--- config.mk ---
export PLATFORM = sky130hd
export DESIGN_NAME = vga_digit_renderer_flat
export DESIGN_NICKNAME = d
export VERILOG_FILES = /design/src/rtl/vga_pkg.sv /design/src/rtl/vga_digit_renderer_if.sv /design/src/rtl/vga_seg7_decode.sv /design/src/rtl/vga_digit_renderer.sv /design/src/flat_wrapper.sv
export SDC_FILE = /design/constraint.sdc
export NUM_CORES = 1
export LEC_CHECK = 0
export BUFFER_PORTS_ARGS = -buffer_cell sky130_fd_sc_hd__buf_2
export CORE_MARGIN = 2
export CORE_UTILIZATION = 60
export DETAILED_ROUTE_END_ITERATION = 10
export HOLD_SLACK_MARGIN = 0.08
export PLACE_DENSITY = 0.89
export SYNTH_ARGS = -nofsm -noshare
export SYNTH_HDL_FRONTEND = slang
export SYNTH_SLANG_ARGS = --single-unit
--- constraint.sdc ---
create_clock -name clk -period 3.8 [get_ports clk]
set_clock_uncertainty 0.05 [all_clocks]
set_input_delay 0.57 -clock clk [delete_from_list [all_inputs] [get_ports clk]]
set_output_delay 0.57 -clock clk [all_outputs]
set_load 0.02 [all_outputs]
--- src/rtl/vga_pkg.sv ---
// Shared VGA definitions: 7-segment pattern table, colour constants, RGB payload
// and the game-state encoding used by the top-level FSM.
// No ports (package).
package vga_pkg;

    localparam int unsigned RGB_W   = 12;
    localparam int unsigned SEG_N   = 7;
    localparam int unsigned COORD_W = 10;

    localparam logic [RGB_W-1:0] BLACK = 12'h000;
    localparam logic [RGB_W-1:0] WHITE = 12'hFFF;

    typedef struct packed {
        logic [3:0] r;
        logic [3:0] g;
        logic [3:0] b;
    } rgb_t;

    typedef enum logic [1:0] {
        GS_IDLE  = 2'd0,
        GS_PLAY  = 2'd1,
        GS_PAUSE = 2'd2,
        GS_OVER  = 2'd3
    } game_state_e;

    // Segment mask {g,f,e,d,c,b,a}; 10-15 render as a blank digit.
    function automatic logic [SEG_N-1:0] seg7_pattern(input logic [3:0] value);
        case (value)
            4'd0:    return 7'h3F;
            4'd1:    return 7'h06;
            4'd2:    return 7'h5B;
            4'd3:    return 7'h4F;
            4'd4:    return 7'h66;
            4'd5:    return 7'h6D;
            4'd6:    return 7'h7D;
            4'd7:    return 7'h07;
            4'd8:    return 7'h7F;
            4'd9:    return 7'h6F;
            default: return 7'h00;
        endcase
    endfunction

endpackage

--- src/rtl/vga_digit_renderer_if.sv ---
// Pixel-stream bus between the sync counter / RGB mux and the digit renderer.
//   pix_en, h_cnt, v_cnt, valid, vsync : timing from the sync counter
//   vgaRed, vgaGreen, vgaBlue, pix_hit : renderer output, aligned with each other
// master = timing source / RGB consumer, slave = renderer.
interface vga_digit_renderer_if;

    logic       pix_en;
    logic [9:0] h_cnt;
    logic [9:0] v_cnt;
    logic       valid;
    logic       vsync;
    logic [3:0] vgaRed;
    logic [3:0] vgaGreen;
    logic [3:0] vgaBlue;
    logic       pix_hit;

    modport master (
        output pix_en, h_cnt, v_cnt, valid, vsync,
        input  vgaRed, vgaGreen, vgaBlue, pix_hit
    );

    modport slave (
        input  pix_en, h_cnt, v_cnt, valid, vsync,
        output vgaRed, vgaGreen, vgaBlue, pix_hit
    );

endinterface

--- src/rtl/vga_seg7_decode.sv ---
// Combinational 4-bit value -> 7-segment mask {g,f,e,d,c,b,a}.
//   value : digit value 0-15
//   seg_c : lit-segment mask, all zero for 10-15
module vga_seg7_decode
    import vga_pkg::*;
(
    input  logic [3:0]       value,
    output logic [SEG_N-1:0] seg_c
);

    assign seg_c = seg7_pattern(value);

endmodule

--- src/rtl/vga_digit_renderer.sv ---
// Draws NUM_DIGITS seven-segment digits into the VGA pixel stream.
// Digit values, blink mask and disp_en are shadowed at each vsync falling edge
// so a frame never tears; 2-stage pixel pipeline advanced by pix_en.
//   clk, rst_n  : clock, synchronous active-low reset
//   vga         : pixel bus (timing in, RGB + pix_hit out)
//   digits_in   : digit i at [4i+3:4i], index 0 leftmost
//   blink_mask  : 1 = digit blinks
//   disp_en     : 0 = renderer outputs black
module vga_digit_renderer
    import vga_pkg::*;
#(
    parameter int unsigned     NUM_DIGITS   = 2,
    parameter int unsigned     X0           = 275,
    parameter int unsigned     Y0           = 190,
    parameter int unsigned     PITCH        = 65,
    parameter int unsigned     DIG_W        = 50,
    parameter int unsigned     DIG_H        = 90,
    parameter int unsigned     SEG_W        = 10,
    parameter logic [RGB_W-1:0] FG_COLOR    = WHITE,
    parameter int unsigned     BLINK_FRAMES = 30,
    parameter bit              LZ_BLANK     = 1'b0
) (
    input  logic                    clk,
    input  logic                    rst_n,
    vga_digit_renderer_if.slave     vga,
    input  logic [4*NUM_DIGITS-1:0] digits_in,
    input  logic [NUM_DIGITS-1:0]   blink_mask,
    input  logic                    disp_en
);

    localparam int unsigned IDX_W = (NUM_DIGITS > 1) ? $clog2(NUM_DIGITS) : 1;
    localparam int unsigned FC_W  = (BLINK_FRAMES > 1) ? $clog2(BLINK_FRAMES) : 1;
    localparam int unsigned MID   = (DIG_H - SEG_W) / 2;

    logic                    vs_q;
    logic [4*NUM_DIGITS-1:0] digits_q, digits_d;
    logic [NUM_DIGITS-1:0]   blink_q, blink_d;
    logic [NUM_DIGITS-1:0]   lz_q, lz_d;
    logic                    disp_en_q, disp_en_d;
    logic [FC_W-1:0]         frame_cnt_q, frame_cnt_d;
    logic                    blink_phase_q, blink_phase_d;
    logic                    s1_valid_q, s1_valid_d;
    logic                    s1_in_box_q, s1_in_box_d;
    logic [IDX_W-1:0]        s1_idx_q, s1_idx_d;
    logic [COORD_W-1:0]      s1_lx_q, s1_lx_d;
    logic [COORD_W-1:0]      s1_ly_q, s1_ly_d;
    rgb_t                    rgb_q, rgb_d;
    logic                    hit_q, hit_d;

    logic                    vs_fall_c;
    logic                    zero_run_c;
    logic [NUM_DIGITS-1:0]   lz_new_c;
    logic                    box_hit_c;
    logic [IDX_W-1:0]        box_idx_c;
    logic [COORD_W-1:0]      box_lx_c, box_ly_c;
    logic [3:0]              sel_digit_c;
    logic                    sel_blank_c;
    logic [SEG_N-1:0]        seg_c;
    logic [SEG_N-1:0]        cover_c;
    logic                    lit_c;

    assign vs_fall_c = vs_q & ~vga.vsync;

    // Leading-zero mask from the incoming digits; the last digit is never blanked.
    always_comb begin
        zero_run_c = 1'b1;
        lz_new_c   = '0;
        for (int unsigned i = 0; i < NUM_DIGITS; i++) begin
            zero_run_c  = zero_run_c & (digits_in[4*i +: 4] == 4'h0);
            lz_new_c[i] = LZ_BLANK && (i < NUM_DIGITS - 1) && zero_run_c;
        end
    end

    // Box search is done on raw counters so the subtraction below never wraps.
    always_comb begin
        box_hit_c = 1'b0;
        box_idx_c = '0;
        box_lx_c  = '0;
        box_ly_c  = '0;
        for (int unsigned i = 0; i < NUM_DIGITS; i++) begin
            if (vga.h_cnt >= COORD_W'(X0 + PITCH * i) &&
                vga.h_cnt <  COORD_W'(X0 + PITCH * i + DIG_W) &&
                vga.v_cnt >= COORD_W'(Y0) &&
                vga.v_cnt <  COORD_W'(Y0 + DIG_H)) begin
                box_hit_c = 1'b1;
                box_idx_c = IDX_W'(i);
                box_lx_c  = vga.h_cnt - COORD_W'(X0 + PITCH * i);
                box_ly_c  = vga.v_cnt - COORD_W'(Y0);
            end
        end
    end

    // Shadow value and blanking for the digit held in stage 1.
    always_comb begin
        sel_digit_c = 4'h0;
        sel_blank_c = 1'b0;
        for (int unsigned i = 0; i < NUM_DIGITS; i++) begin
            if (s1_idx_q == IDX_W'(i)) begin
                sel_digit_c = digits_q[4*i +: 4];
                sel_blank_c = lz_q[i] | (blink_q[i] & blink_phase_q);
            end
        end
    end

    vga_seg7_decode u_decode (
        .value (sel_digit_c),
        .seg_c (seg_c)
    );

    // Segment regions within the digit box, bit order {g,f,e,d,c,b,a}.
    always_comb begin
        cover_c[0] = s1_ly_q < COORD_W'(SEG_W);
        cover_c[1] = (s1_lx_q >= COORD_W'(DIG_W - SEG_W)) && (s1_ly_q < COORD_W'(MID + SEG_W));
        cover_c[2] = (s1_lx_q >= COORD_W'(DIG_W - SEG_W)) && (s1_ly_q >= COORD_W'(MID));
        cover_c[3] = s1_ly_q >= COORD_W'(DIG_H - SEG_W);
        cover_c[4] = (s1_lx_q < COORD_W'(SEG_W)) && (s1_ly_q >= COORD_W'(MID));
        cover_c[5] = (s1_lx_q < COORD_W'(SEG_W)) && (s1_ly_q < COORD_W'(MID + SEG_W));
        cover_c[6] = (s1_ly_q >= COORD_W'(MID)) && (s1_ly_q < COORD_W'(MID + SEG_W));
    end

    assign lit_c = s1_valid_q & s1_in_box_q & disp_en_q & ~sel_blank_c & (|(cover_c & seg_c));

    // Next state: frame latch, blink counter, pixel pipeline.
    always_comb begin
        digits_d      = digits_q;
        blink_d       = blink_q;
        lz_d          = lz_q;
        disp_en_d     = disp_en_q;
        frame_cnt_d   = frame_cnt_q;
        blink_phase_d = blink_phase_q;
        s1_valid_d    = s1_valid_q;
        s1_in_box_d   = s1_in_box_q;
        s1_idx_d      = s1_idx_q;
        s1_lx_d       = s1_lx_q;
        s1_ly_d       = s1_ly_q;
        rgb_d         = rgb_q;
        hit_d         = hit_q;

        if (vs_fall_c) begin
            digits_d  = digits_in;
            blink_d   = blink_mask;
            lz_d      = lz_new_c;
            disp_en_d = disp_en;
            if (frame_cnt_q == FC_W'(BLINK_FRAMES - 1)) begin
                frame_cnt_d   = '0;
                blink_phase_d = ~blink_phase_q;
            end else begin
                frame_cnt_d = frame_cnt_q + FC_W'(1);
            end
        end

        if (vga.pix_en) begin
            s1_valid_d  = vga.valid;
            s1_in_box_d = box_hit_c;
            s1_idx_d    = box_idx_c;
            s1_lx_d     = box_lx_c;
            s1_ly_d     = box_ly_c;
            rgb_d       = lit_c ? rgb_t'(FG_COLOR) : rgb_t'(BLACK);
            hit_d       = lit_c;
        end
    end

    always_ff @(posedge clk) begin
        if (!rst_n) begin
            vs_q          <= 1'b0;
            digits_q      <= '0;
            blink_q       <= '0;
            lz_q          <= '0;
            disp_en_q     <= 1'b0;
            frame_cnt_q   <= '0;
            blink_phase_q <= 1'b0;
            s1_valid_q    <= 1'b0;
            s1_in_box_q   <= 1'b0;
            s1_idx_q      <= '0;
            s1_lx_q       <= '0;
            s1_ly_q       <= '0;
            rgb_q         <= '0;
            hit_q         <= 1'b0;
        end else begin
            vs_q          <= vga.vsync;
            digits_q      <= digits_d;
            blink_q       <= blink_d;
            lz_q          <= lz_d;
            disp_en_q     <= disp_en_d;
            frame_cnt_q   <= frame_cnt_d;
            blink_phase_q <= blink_phase_d;
            s1_valid_q    <= s1_valid_d;
            s1_in_box_q   <= s1_in_box_d;
            s1_idx_q      <= s1_idx_d;
            s1_lx_q       <= s1_lx_d;
            s1_ly_q       <= s1_ly_d;
            rgb_q         <= rgb_d;
            hit_q         <= hit_d;
        end
    end

    assign vga.vgaRed   = rgb_q.r;
    assign vga.vgaGreen = rgb_q.g;
    assign vga.vgaBlue  = rgb_q.b;
    assign vga.pix_hit  = hit_q;

endmodule

--- src/flat_wrapper.sv ---
// flat-port wrapper written by rule: the top's interface ports become plain ports
module vga_digit_renderer_flat import vga_pkg::*;
#(
    parameter int unsigned     NUM_DIGITS   = 2,
    parameter int unsigned     X0           = 275,
    parameter int unsigned     Y0           = 190,
    parameter int unsigned     PITCH        = 65,
    parameter int unsigned     DIG_W        = 50,
    parameter int unsigned     DIG_H        = 90,
    parameter int unsigned     SEG_W        = 10,
    parameter logic [RGB_W-1:0] FG_COLOR    = WHITE,
    parameter int unsigned     BLINK_FRAMES = 30,
    parameter bit              LZ_BLANK     = 1'b0
)
  (clk, rst_n, digits_in, blink_mask, disp_en, vga_pix_en, vga_h_cnt, vga_v_cnt, vga_valid, vga_vsync, vga_vgaRed, vga_vgaGreen, vga_vgaBlue, vga_pix_hit);
  vga_digit_renderer_if vga_i ();
  input  logic clk;
  input  logic rst_n;
  input  logic [4*NUM_DIGITS-1:0] digits_in;
  input  logic [NUM_DIGITS-1:0] blink_mask;
  input  logic disp_en;
  input wire logic [$bits(vga_i.pix_en)-1:0] vga_pix_en;
  input wire logic [$bits(vga_i.h_cnt)-1:0] vga_h_cnt;
  input wire logic [$bits(vga_i.v_cnt)-1:0] vga_v_cnt;
  input wire logic [$bits(vga_i.valid)-1:0] vga_valid;
  input wire logic [$bits(vga_i.vsync)-1:0] vga_vsync;
  output wire logic [$bits(vga_i.vgaRed)-1:0] vga_vgaRed;
  output wire logic [$bits(vga_i.vgaGreen)-1:0] vga_vgaGreen;
  output wire logic [$bits(vga_i.vgaBlue)-1:0] vga_vgaBlue;
  output wire logic [$bits(vga_i.pix_hit)-1:0] vga_pix_hit;
  assign vga_i.pix_en = vga_pix_en;
  assign vga_i.h_cnt = vga_h_cnt;
  assign vga_i.v_cnt = vga_v_cnt;
  assign vga_i.valid = vga_valid;
  assign vga_i.vsync = vga_vsync;
  assign vga_vgaRed = vga_i.vgaRed;
  assign vga_vgaGreen = vga_i.vgaGreen;
  assign vga_vgaBlue = vga_i.vgaBlue;
  assign vga_pix_hit = vga_i.pix_hit;
  vga_digit_renderer #(.NUM_DIGITS(NUM_DIGITS), .X0(X0), .Y0(Y0), .PITCH(PITCH), .DIG_W(DIG_W), .DIG_H(DIG_H), .SEG_W(SEG_W), .FG_COLOR(FG_COLOR), .BLINK_FRAMES(BLINK_FRAMES), .LZ_BLANK(LZ_BLANK)) u_core (.clk(clk), .rst_n(rst_n), .vga(vga_i), .digits_in(digits_in), .blink_mask(blink_mask), .disp_en(disp_en));
endmodule
==> impl_results.md, run 1 <==
* Total power at 0.9178 mW
* Crit path max fanout at 11
* Comb pwr share at 14.5%
* IO Pins at 49
* FF+latch count, synth at 40
* H-tree levels at 2
* Yosys cell types at 56
* Int Pwr at 0.6803 mW
* Tcrit/Tclk final at 71.15%
* Synth Flop Type: dfxtp_1
* Post-CTS sizing at 0
* Initial antenna violation count at 0
* Final min period at 2704 ps
* Clock Sinks at 40
* DP HPWL at 4204 um
* Synth Instances at 314
* Die Span Y at 69.24 um
* Final GP Congestion at 0.9524
* Core area at 4058 sq um
* Area growth, synth to finish at 10.58%
* Slew margin rel. at 41.20%
* Flop pwr share at 47.2%
* Die area at 4794 sq um
* Crit. End Element: flop
* Arrival time at the worst endpoint at 2820 ps
* Slew @ Worst Pin at 881.1 ps
* Switching share of power at 25.88%
* Total global routing overflow at 0
* Number of fill cells at 307
* Setup violations, final at 0
* RSZ-0062 raised after global routing: false
* Leakage at 1.211 nW
* Cell Area, Synth at 2554 sq um
* Sw power at 0.2375 mW
* DRC Markers at 0
* Top cells by area, synth: dfxtp_1 (31%), ha_1 (6.4%), nand2_1 (5.9%)
* Critical path's top delay family: compound AO/OA/AOI/OAI gates
* Post-CTS setup buffer count at 0
* Vias in the first global route at 2,125
* Final number of hold-violating endpoints at 0
* Post-synth EDFFs at 0
* Fin nets at 395
* CP peak stage delay at 580 ps
* Clock Latency Late Sink at 290 ps
* I/O Buffers at 48
* Worst vdd ir at 0.2293 mV
* Top cell type by total area after synthesis: dfxtp_1
* Highest clock rate at 369.9 MHz
* Via density at 5.849
* Global-route usage over all layers at 23.42%
* Initial Util at 62.94%
* Root Driver: clkbuf_8
* Diodes inserted at 0
* Run status: completed
* Wirelength per Cell at 13.87 um
* Share of the synthesized area in the top cell type at 31.36%
* Width of the die at 69.24 um
* Seq/Total Area, Yosys at 31.36%
* Post-CTS Hold Buffers at 0
* Max clock buf depth at 2
* Remaining antenna violation count at 0
* CP Launch Type: flop
* CP bufs+invs at 1
* Crit path kind: flop to flop
* CTS clock-pin slew for the worst setup and hold paths at 80 ps
* Total number of vias at 2,322
* Drt total wl at 5506 um
* Synth Warn # at 0
* # rows at 23
* Num CTS Buffers at 5
* Pin count of the biggest net entering global routing at 30
* CTS tree: built
* Synth Area per Inst at 8.133 sq um
* Pwr/cell area at 325.0 nW/um^2
* Min-Delay Path Class: flop to flop
* Slowest-stage cell, CP: dfxtp_1
* Initial DRC count at 137
* Syn nets at 363
* Setup TNS Final at 0 ps
* Ys async rst share at 0%
* Clock power share at 38.3%
* Pre-antenna DRT Iters at 4
* Critical path data required time at 3910 ps
* Critical Path, Cell by Cell: mux2i_1, inv_1, ha_1, nor2b_1, a211oi_1, o22ai_1, o41ai_1, o21ai_0
* Max Cap Viol at 0
* Synth cell count leaders: dfxtp_1 (40), nand2_1 (40), nor2_1 (27)
* Layout cell share with drive strength beyond 1 at 19.02%
* First-pass GRT wire length at 9321 um
* Max Slew Vio Count at 0
* Setup slack, reg-to-reg at 1100 ps
[logic make-up after synthesis]
group | Yosys count | share of synthesized area, %
fa+ha+maj | 13 | 6.370
buf+inv | 44 | 9.016
mux | 9 | 3.626
compound gates | 83 | 24.01
xor+xnor | 17 | 5.830
flops | 40 | 31.36
simple gates | 108 | 19.79
[power groups by stage]
stage          clock (mW)  sequential [mW]  combinational [mW]
2_1_floorplan           0            0.441              0.0865
3_3_place_gp            0            0.442               0.127
3_5_place_dp            0            0.443               0.130
4_1_cts             0.358            0.433               0.131
5_1_grt             0.376            0.434               0.146
6_report            0.352            0.433               0.133
[worst reg2reg max path: cells and delay by family (launching register included)]
kind | cells | cell delay (ps)
mux | 1 | 530
buf+inv | 1 | 160
fa+ha+maj | 1 | 270
flops | 1 | 580
simple gates | 1 | 140
compound gates | 4 | 850
[path summary, 6_finish.rpt]
check / from / endpoint / cells past startpoint
max reg2reg: u_core.s1_idx_q / u_core.vga.vgaBlue[2] / 8
min reg2reg: u_core.blink_q[0] / u_core.blink_q[0] / 2
max: u_core.s1_idx_q / u_core.vga.vgaBlue[2] / 8
min: u_core.blink_q[0] / u_core.blink_q[0] / 2
[registers in the layout, summed over array words and instances, names as in the netlist]
signal and count:
u_core.s1_in_box_q 1, u_core.blink_phase_q 1, u_core.s1_lx_q 9, u_core.vs_q 1
u_core.s1_ly_q 9, u_core.digits_q 8, u_core.s1_valid_q 1, u_core.blink_q 2
u_core.vga.vgaBlue 1, u_core.disp_en_q 1, u_core.frame_cnt_q 5, u_core.s1_idx_q 1
[per-stage QoR]
step	cells	util, %	area [sq um]	hold WS [ps]	setup WS (ps)
finish	397	69.60	2824	417.6	1096
global placement	389	66.76	2709	395.6	1331
global route	397	69.60	2824	430.1	926.3
detailed placement	389	66.76	2709	400.3	1211
floorplan	314	-	2554	382.9	1453
CTS	397	69.60	2824	417.8	1175
[cell type report]
type / count / area, sq um / share of cell area (%)
multi-input combinational: 230 / 1523 / 53.92
sequential: 40 / 800.8 / 28.36
timing repair buffer: 49 / 247.7 / 8.773
inverter: 20 / 75.07 / 2.658
clock buffer: 5 / 68.82 / 2.437
tap: 50 / 62.56 / 2.215
clock inverter: 3 / 46.29 / 1.639
[cell usage in the layout (no fill, tap or decap), types with 8 or more instances in the layout]
master	n
dfxtp_1	40
ha_1	13
o21ai_0	12
buf_2	48
a2bb2oi_1	11
nand2_1	40
a21oi_1	22
nor3_1	8
nor2_1	27
xnor2_1	10
inv_1	19
[routing by layer]
metal  wire length, um  up-vias  track usage [%]
met5                 0        -                0
met4               131        0            10.46
met3               218       12            4.651
met2              2667       69            40.38
met1              2488     1078            28.09
li1                  -     1163                -
(Power assumes the default switching activity.)
==> run 2, diff against run 1 <==
--- a/config.mk
+++ b/config.mk
@@ -7,10 +7,10 @@
 export LEC_CHECK = 0
 export BUFFER_PORTS_ARGS = -buffer_cell sky130_fd_sc_hd__buf_2
 export CORE_MARGIN = 2
-export CORE_UTILIZATION = 60
+export CORE_UTILIZATION = 50
 export DETAILED_ROUTE_END_ITERATION = 10
 export HOLD_SLACK_MARGIN = 0.08
-export PLACE_DENSITY = 0.89
+export PLACE_DENSITY = 0.79
 export SYNTH_ARGS = -nofsm -noshare
 export SYNTH_HDL_FRONTEND = slang
 export SYNTH_SLANG_ARGS = --single-unit
==> constraint.sdc (replaced) <==
create_clock -name clk -period 2.2 [get_ports clk]
set_clock_uncertainty 0.05 [all_clocks]
set_input_delay 0.33 -clock clk [delete_from_list [all_inputs] [get_ports clk]]
set_output_delay 0.33 -clock clk [all_outputs]
set_load 0.02 [all_outputs]
==> impl_results.md, run 2 (synthesized netlist as in run 1, its figures left out) <==
* Run status: completed (unchanged)
* Worst vdd ir at 0.2908 mV (was 0.2293 mV)
* Slew margin rel. at 66.31% (was 41.20%)
* IO Pins at 49 (unchanged)
* Final number of hold-violating endpoints at 0 (unchanged)
* Clock Sinks at 40 (unchanged)
* Worst Hold Path EP: u_core.vs_q (was u_core.blink_q[0])
* Arrival time at the worst endpoint at 2200 ps (was 2820 ps)
* I/O Buffers at 48 (unchanged)
* Diodes inserted at 0 (unchanged)
* HP Start: vga_vsync (was u_core.blink_q[0])
* RSZ-0062 raised after global routing: false (unchanged)
* R2r endpoint: u_core.vga.vgaBlue[2] (unchanged)
* Number of fill cells at 493 (was 307)
* Final Core Density at 58.17% (was 69.60%)
* Final GP Congestion at 0.9123 (was 0.9524)
* Sequential Area at 802.0 sq um (was 800.8 sq um)
* Core area at 5010 sq um (was 4058 sq um)
* Max Cap Viol at 0 (unchanged)
* Area taken by multi-input logic gates at 1538 sq um (was 1523 sq um)
* Highest clock rate at 493.4 MHz (was 369.9 MHz)
* Crit. End Element: flop (unchanged)
* Top Registers: u_core.s1_lx_q (9), u_core.s1_ly_q (9), u_core.digits_q (8) (unchanged)
* Area growth, synth to finish at 14.11% (was 10.58%)
* Slew @ Worst Pin at 498.9 ps (was 881.1 ps)
* Remaining antenna violation count at 0 (unchanged)
* Crit path kind: flop to flop (unchanged)
* DRC Markers at 0 (unchanged)
* First-pass GRT wire length at 9377 um (was 9321 um)
* Pin count of the biggest net entering global routing at 29 (was 30)
* Setup violations, final at 0 (unchanged)
* Worst r2r src: u_core.s1_lx_q[9] (was u_core.s1_idx_q)
* Total global routing overflow at 0 (unchanged)
* Die Span Y at 75.47 um (was 69.24 um)
* Crit path max fanout at 2 (was 11)
* CTS tree: built (unchanged)
* Hold Path Stages at 2 (unchanged)
* Setup slack, reg-to-reg at 170 ps (was 1100 ps)
* Total power at 1.451 mW (was 0.9178 mW)
* Global-route usage over all layers at 21.02% (was 23.42%)
* Pwr/cell area at 497.9 nW/um^2 (was 325.0 nW/um^2)
* Fin nets at 406 (was 395)
* Initial Util at 50.97% (was 62.94%)
* Max Slew Vio Count at 0 (unchanged)
* Die area at 5695 sq um (was 4794 sq um)
* Drt total wl at 5691 um (was 5506 um)
* Final min period at 2027 ps (was 2704 ps)
* DP HPWL at 4380 um (was 4204 um)
* Via density at 5.501 (was 5.849)
* Max clock buf depth at 2 (unchanged)
* Vias in the first global route at 2,108 (was 2,125)
* Tcrit/Tclk final at 92.13% (was 71.15%)
* Post-CTS setup buffer count at 0 (unchanged)
* Initial antenna violation count at 0 (unchanged)
* CP Launch Type: flop (unchanged)
* Leakage at 1.250 nW (was 1.211 nW)
* Num CTS Buffers at 5 (unchanged)
* Total number of vias at 2,349 (was 2,322)
* H-tree levels at 2 (unchanged)
* Root Driver: clkbuf_8 (unchanged)
* Layout cell share with drive strength beyond 1 at 22.41% (was 19.02%)
* Min-Delay Path Class: input pin to flop (was flop to flop)
* Clock Latency Late Sink at 290 ps (about the same)
* Width of the die at 75.47 um (was 69.24 um)
* Wirelength per Cell at 13.33 um (was 13.87 um)
* Initial DRC count at 120 (was 137)
* # rows at 26 (was 23)
* CTS clock-pin slew for the worst setup and hold paths at 70 ps (was 80 ps)
* Commonest non-fill, non-tap cell in the layout: buf_2 (unchanged)
* R2R depth at 6 (was 8)
* Most frequent cells in the layout: buf_2 (48), nand2_1 (40), dfxtp_1 (39) (was buf_2 (48), nand2_1 (40), dfxtp_1 (40))
* Pre-antenna DRT Iters at 4 (unchanged)
* Critical path data required time at 2370 ps (was 3910 ps)
[run 2: layout make-up]
type	count	share of cell area [%]
clock buffer	5	2.362
clock inverter	2	0.4294
inverter	20	2.576
multi-input combinational	230	52.77
sequential	40	27.52
tap	70	3.006
timing repair buffer	60	11.34
[run 2: where the power goes]
group	switching [mW]	internal, mW	total, mW
Sequential	0.0106	0.738	0.748
Clock	0.244	0.214	0.458
Combinational	0.139	0.106	0.244
[run 2: timing repair]
item	CTS	global route
setup endpoints to repair	0	1
gates resized for setup	0	3
hold buffers	0	0
[run 2: stage by stage]
| stage | setup slack [ps] | area (sq um) | TNS, ps | hold slack, ps | std cells |
|---|---|---|---|---|---|
| after detailed placement | -16.20 | 2820 | -16.20 | 398.5 | 420 |
| final | 173.2 | 2914 | 0 | 213.9 | 427 |
| after floorplan | 46.27 | 2559 | 0 | 382.9 | 314 |
| after global routing | 14.92 | 2914 | 0 | 226.8 | 427 |
| after global placement | 80.42 | 2820 | 0 | 390.3 | 420 |
| after CTS | 84.42 | 2902 | 0 | 208.0 | 427 |
[run 2: worst max-delay path, cell delays in order, from the launching register on]
cell and delay (ps):
dfxtp_1 310, or4_1 560, nor4b_1 430, nand4_1 200
o22ai_1 240, o41ai_2 100, o21ai_0 70
[run 2: worst max-delay path by stage]
| stage | cells past startpoint | endpoint | slack, ps | startpoint |
|---|---|---|---|---|
| 2_1_floorplan | 9 | u_core.vga.vgaBlue[2] | 50 | u_core.s1_idx_q |
| 3_3_place_gp | 9 | u_core.s1_lx_q[1] | 80 | vga_h_cnt[2] |
| 3_5_place_dp | 9 | u_core.s1_lx_q[4] | -20 | vga_h_cnt[2] |
| 4_1_cts | 7 | u_core.vga.vgaBlue[2] | 80 | u_core.s1_idx_q |
| 5_1_grt | 6 | u_core.vga.vgaBlue[2] | 10 | u_core.s1_lx_q[9] |
| 6_report | 6 | u_core.vga.vgaBlue[2] | 170 | u_core.s1_lx_q[9] |
[run 2: routing by layer]
metal	track usage (%)	up-vias	share of wire [%]
li1	-	1185	-
met1	25.81	1102	45
met2	36.81	56	50
met3	4.762	6	3.8
met4	6.043	0	0.97
met5	0	-	0
==> run 3, diff against run 2 <==
--- a/config.mk
+++ b/config.mk
@@ -6,11 +6,14 @@
 export NUM_CORES = 1
 export LEC_CHECK = 0
 export BUFFER_PORTS_ARGS = -buffer_cell sky130_fd_sc_hd__buf_2
+export CELL_PAD_IN_SITES_DETAIL_PLACEMENT = 0
+export CELL_PAD_IN_SITES_GLOBAL_PLACEMENT = 1
 export CORE_MARGIN = 2
-export CORE_UTILIZATION = 50
+export CORE_UTILIZATION = 38
+export CTS_BUF_LIST = sky130_fd_sc_hd__clkbuf_2 sky130_fd_sc_hd__clkbuf_4 sky130_fd_sc_hd__clkbuf_8
 export DETAILED_ROUTE_END_ITERATION = 10
 export HOLD_SLACK_MARGIN = 0.08
-export PLACE_DENSITY = 0.79
+export PLACE_DENSITY = 0.81
 export SYNTH_ARGS = -nofsm -noshare
 export SYNTH_HDL_FRONTEND = slang
 export SYNTH_SLANG_ARGS = --single-unit
==> impl_results.md, run 3 (synthesized netlist as in run 1, its figures left out) <==
* Diodes inserted at 0 (unchanged)
* Switching share of power at 27.58% (was 27.10%)
* Slew @ Worst Pin at 548.3 ps (was 498.9 ps)
* CTS tree: built (unchanged)
* Critical path data required time at 2380 ps (was 2370 ps)
* Final number of hold-violating endpoints at 0 (unchanged)
* Area taken by multi-input logic gates at 1534 sq um (was 1538 sq um)
* First-pass GRT wire length at 9708 um (was 9377 um)
* Tcrit/Tclk final at 96.07% (was 92.13%)
* I/O Buffers at 48 (unchanged)
* DP HPWL at 4365 um (was 4380 um)
* Top Registers: u_core.s1_lx_q (9), u_core.s1_ly_q (9), u_core.digits_q (8) (unchanged)
* Clock Latency Late Sink at 300 ps (was 290 ps)
* Highest clock rate at 473.2 MHz (was 493.4 MHz)
* Total number of vias at 2,279 (was 2,349)
* Die area at 7392 sq um (was 5695 sq um)
* Root Driver: clkbuf_8 (unchanged)
* RSZ-0062 raised after global routing: false (unchanged)
* Global-route usage over all layers at 16.09% (was 21.02%)
* Sw power at 0.4049 mW (was 0.3931 mW)
* Setup violations, final at 0 (unchanged)
* Die Span Y at 85.98 um (was 75.47 um)
* Pwr/cell area at 504.4 nW/um^2 (was 497.9 nW/um^2)
* Vias in the first global route at 2,175 (was 2,108)
* Final Instance Count excl. Fillers at 433 (was 427)
* Max Cap Viol at 0 (unchanged)
* Initial Util at 39.76% (was 50.97%)
* Crit path kind: flop to flop (unchanged)
* DRC Markers at 0 (unchanged)
* Crit. End Element: flop (unchanged)
* Post-CTS setup buffer count at 0 (unchanged)
* Crit path max fanout at 2 (unchanged)
* Initial DRC count at 92 (was 120)
* Most frequent cells in the layout: buf_2 (48), nand2_1 (40), dfxtp_1 (39) (unchanged)
* Initial antenna violation count at 0 (unchanged)
* Leakage at 1.250 nW (about the same)
* Core area at 6422 sq um (was 5010 sq um)
* # rows at 29 (was 26)
* Post-CTS Hold Buffers at 0 (unchanged)
* Layout cell share with drive strength beyond 1 at 22.19% (was 22.41%)
* Final min period at 2113 ps (was 2027 ps)
* Via density at 5.263 (was 5.501)
* Flop pwr share at 50.9% (was 51.6%)
* Max Slew Vio Count at 0 (unchanged)
* Sequential Area at 802.0 sq um (unchanged)
* Final GP Congestion at 0.8846 (was 0.9123)
* Arrival time at the worst endpoint at 2290 ps (was 2200 ps)
* Commonest non-fill, non-tap cell in the layout: buf_2 (unchanged)
* Post-CTS sizing at 0 (unchanged)
* Min-Delay Path Class: input pin to flop (unchanged)
* Width of the die at 85.98 um (was 75.47 um)
* Comb pwr share at 16.3% (was 16.8%)
* H-tree levels at 2 (unchanged)
* CP Launch Type: flop (unchanged)
* Fin nets at 404 (was 406)
* Pre-antenna DRT Iters at 4 (unchanged)
* Clock Sinks at 40 (unchanged)
* Worst vdd ir at 0.3251 mV (was 0.2908 mV)
* Clock power share at 32.8% (was 31.6%)
* Slew margin rel. at 62.93% (was 66.31%)
* Final Core Density at 45.31% (was 58.17%)
* Setup TNS Final at 0 ps (unchanged)
* Int Pwr at 1.063 mW (was 1.058 mW)
* Wirelength per Cell at 13.18 um (was 13.33 um)
* Total global routing overflow at 0 (unchanged)
* CTS clock-pin slew for the worst setup and hold paths at 80 ps (was 70 ps)
* Max clock buf depth at 2 (unchanged)
* Num CTS Buffers at 5 (unchanged)
* Number of fill cells at 648 (was 493)
* Placed instance count at 425 (was 420)
* Remaining antenna violation count at 0 (unchanged)
* IO Pins at 49 (unchanged)
* Area growth, synth to finish at 13.96% (was 14.11%)
* Pin count of the biggest net entering global routing at 29 (unchanged)
* Drt total wl at 5705 um (was 5691 um)
* Run status: completed (unchanged)
[run 3: path summary, 6_finish.rpt]
| check | from | to | slack, ps | cells past startpoint |
|---|---|---|---|---|
| min reg2reg | u_core.blink_q[0] | u_core.blink_q[0] | 410 | 2 |
| max reg2reg | u_core.s1_lx_q[9] | u_core.vga.vgaBlue[2] | 90 | 6 |
| max | u_core.s1_lx_q[9] | u_core.vga.vgaBlue[2] | 90 | 6 |
| min | blink_mask[0] | u_core.blink_q[0] | 210 | 3 |
[run 3: worst max-delay path, stage by stage, from the launching register on]
cell	delay [ps]
dfxtp_1	310
or4_1	540
nor4b_1	500
nand4_1	250
o22ai_1	240
o41ai_1	100
o21ai_0	70
[run 3: metrics by stage]
step | hold slack [ps] | power (mW) | area (sq um) | worst slack [ps]
global placement | 393.1 | 1.002 | 2814 | 79.91
detailed placement | 396.6 | 1.003 | 2814 | 11.93
global route | 217.7 | 1.546 | 2910 | 0.02753
finish | 213.7 | 1.468 | 2910 | 86.55
floorplan | 382.9 | 0.9116 | 2559 | 46.27
CTS | 210.5 | 1.478 | 2902 | 92.41
[run 3: layout make-up]
class	instances	area share [%]
inverter	20	2.580
timing repair buffer	58	10.83
clock buffer	5	2.365
multi-input combinational	230	52.71
tap	77	3.310
clock inverter	3	0.6449
sequential	40	27.56
[run 3: layer usage]
metal | track usage, % | share of wire [%]
met5 | 0 | 0
met4 | 5.916 | 2.0
met3 | 3.080 | 3.9
met1 | 20.34 | 47
met2 | 27.13 | 47
[run 3: power groups by stage]
stage                     registers (mW)  logic, mW  clock network (mW)
final                              0.748      0.239               0.481
after global routing               0.750      0.267               0.530
after CTS                          0.747      0.239               0.491
after detailed placement           0.765      0.238                   0
after global placement             0.764      0.238                   0
after floorplan                    0.762      0.150                   0
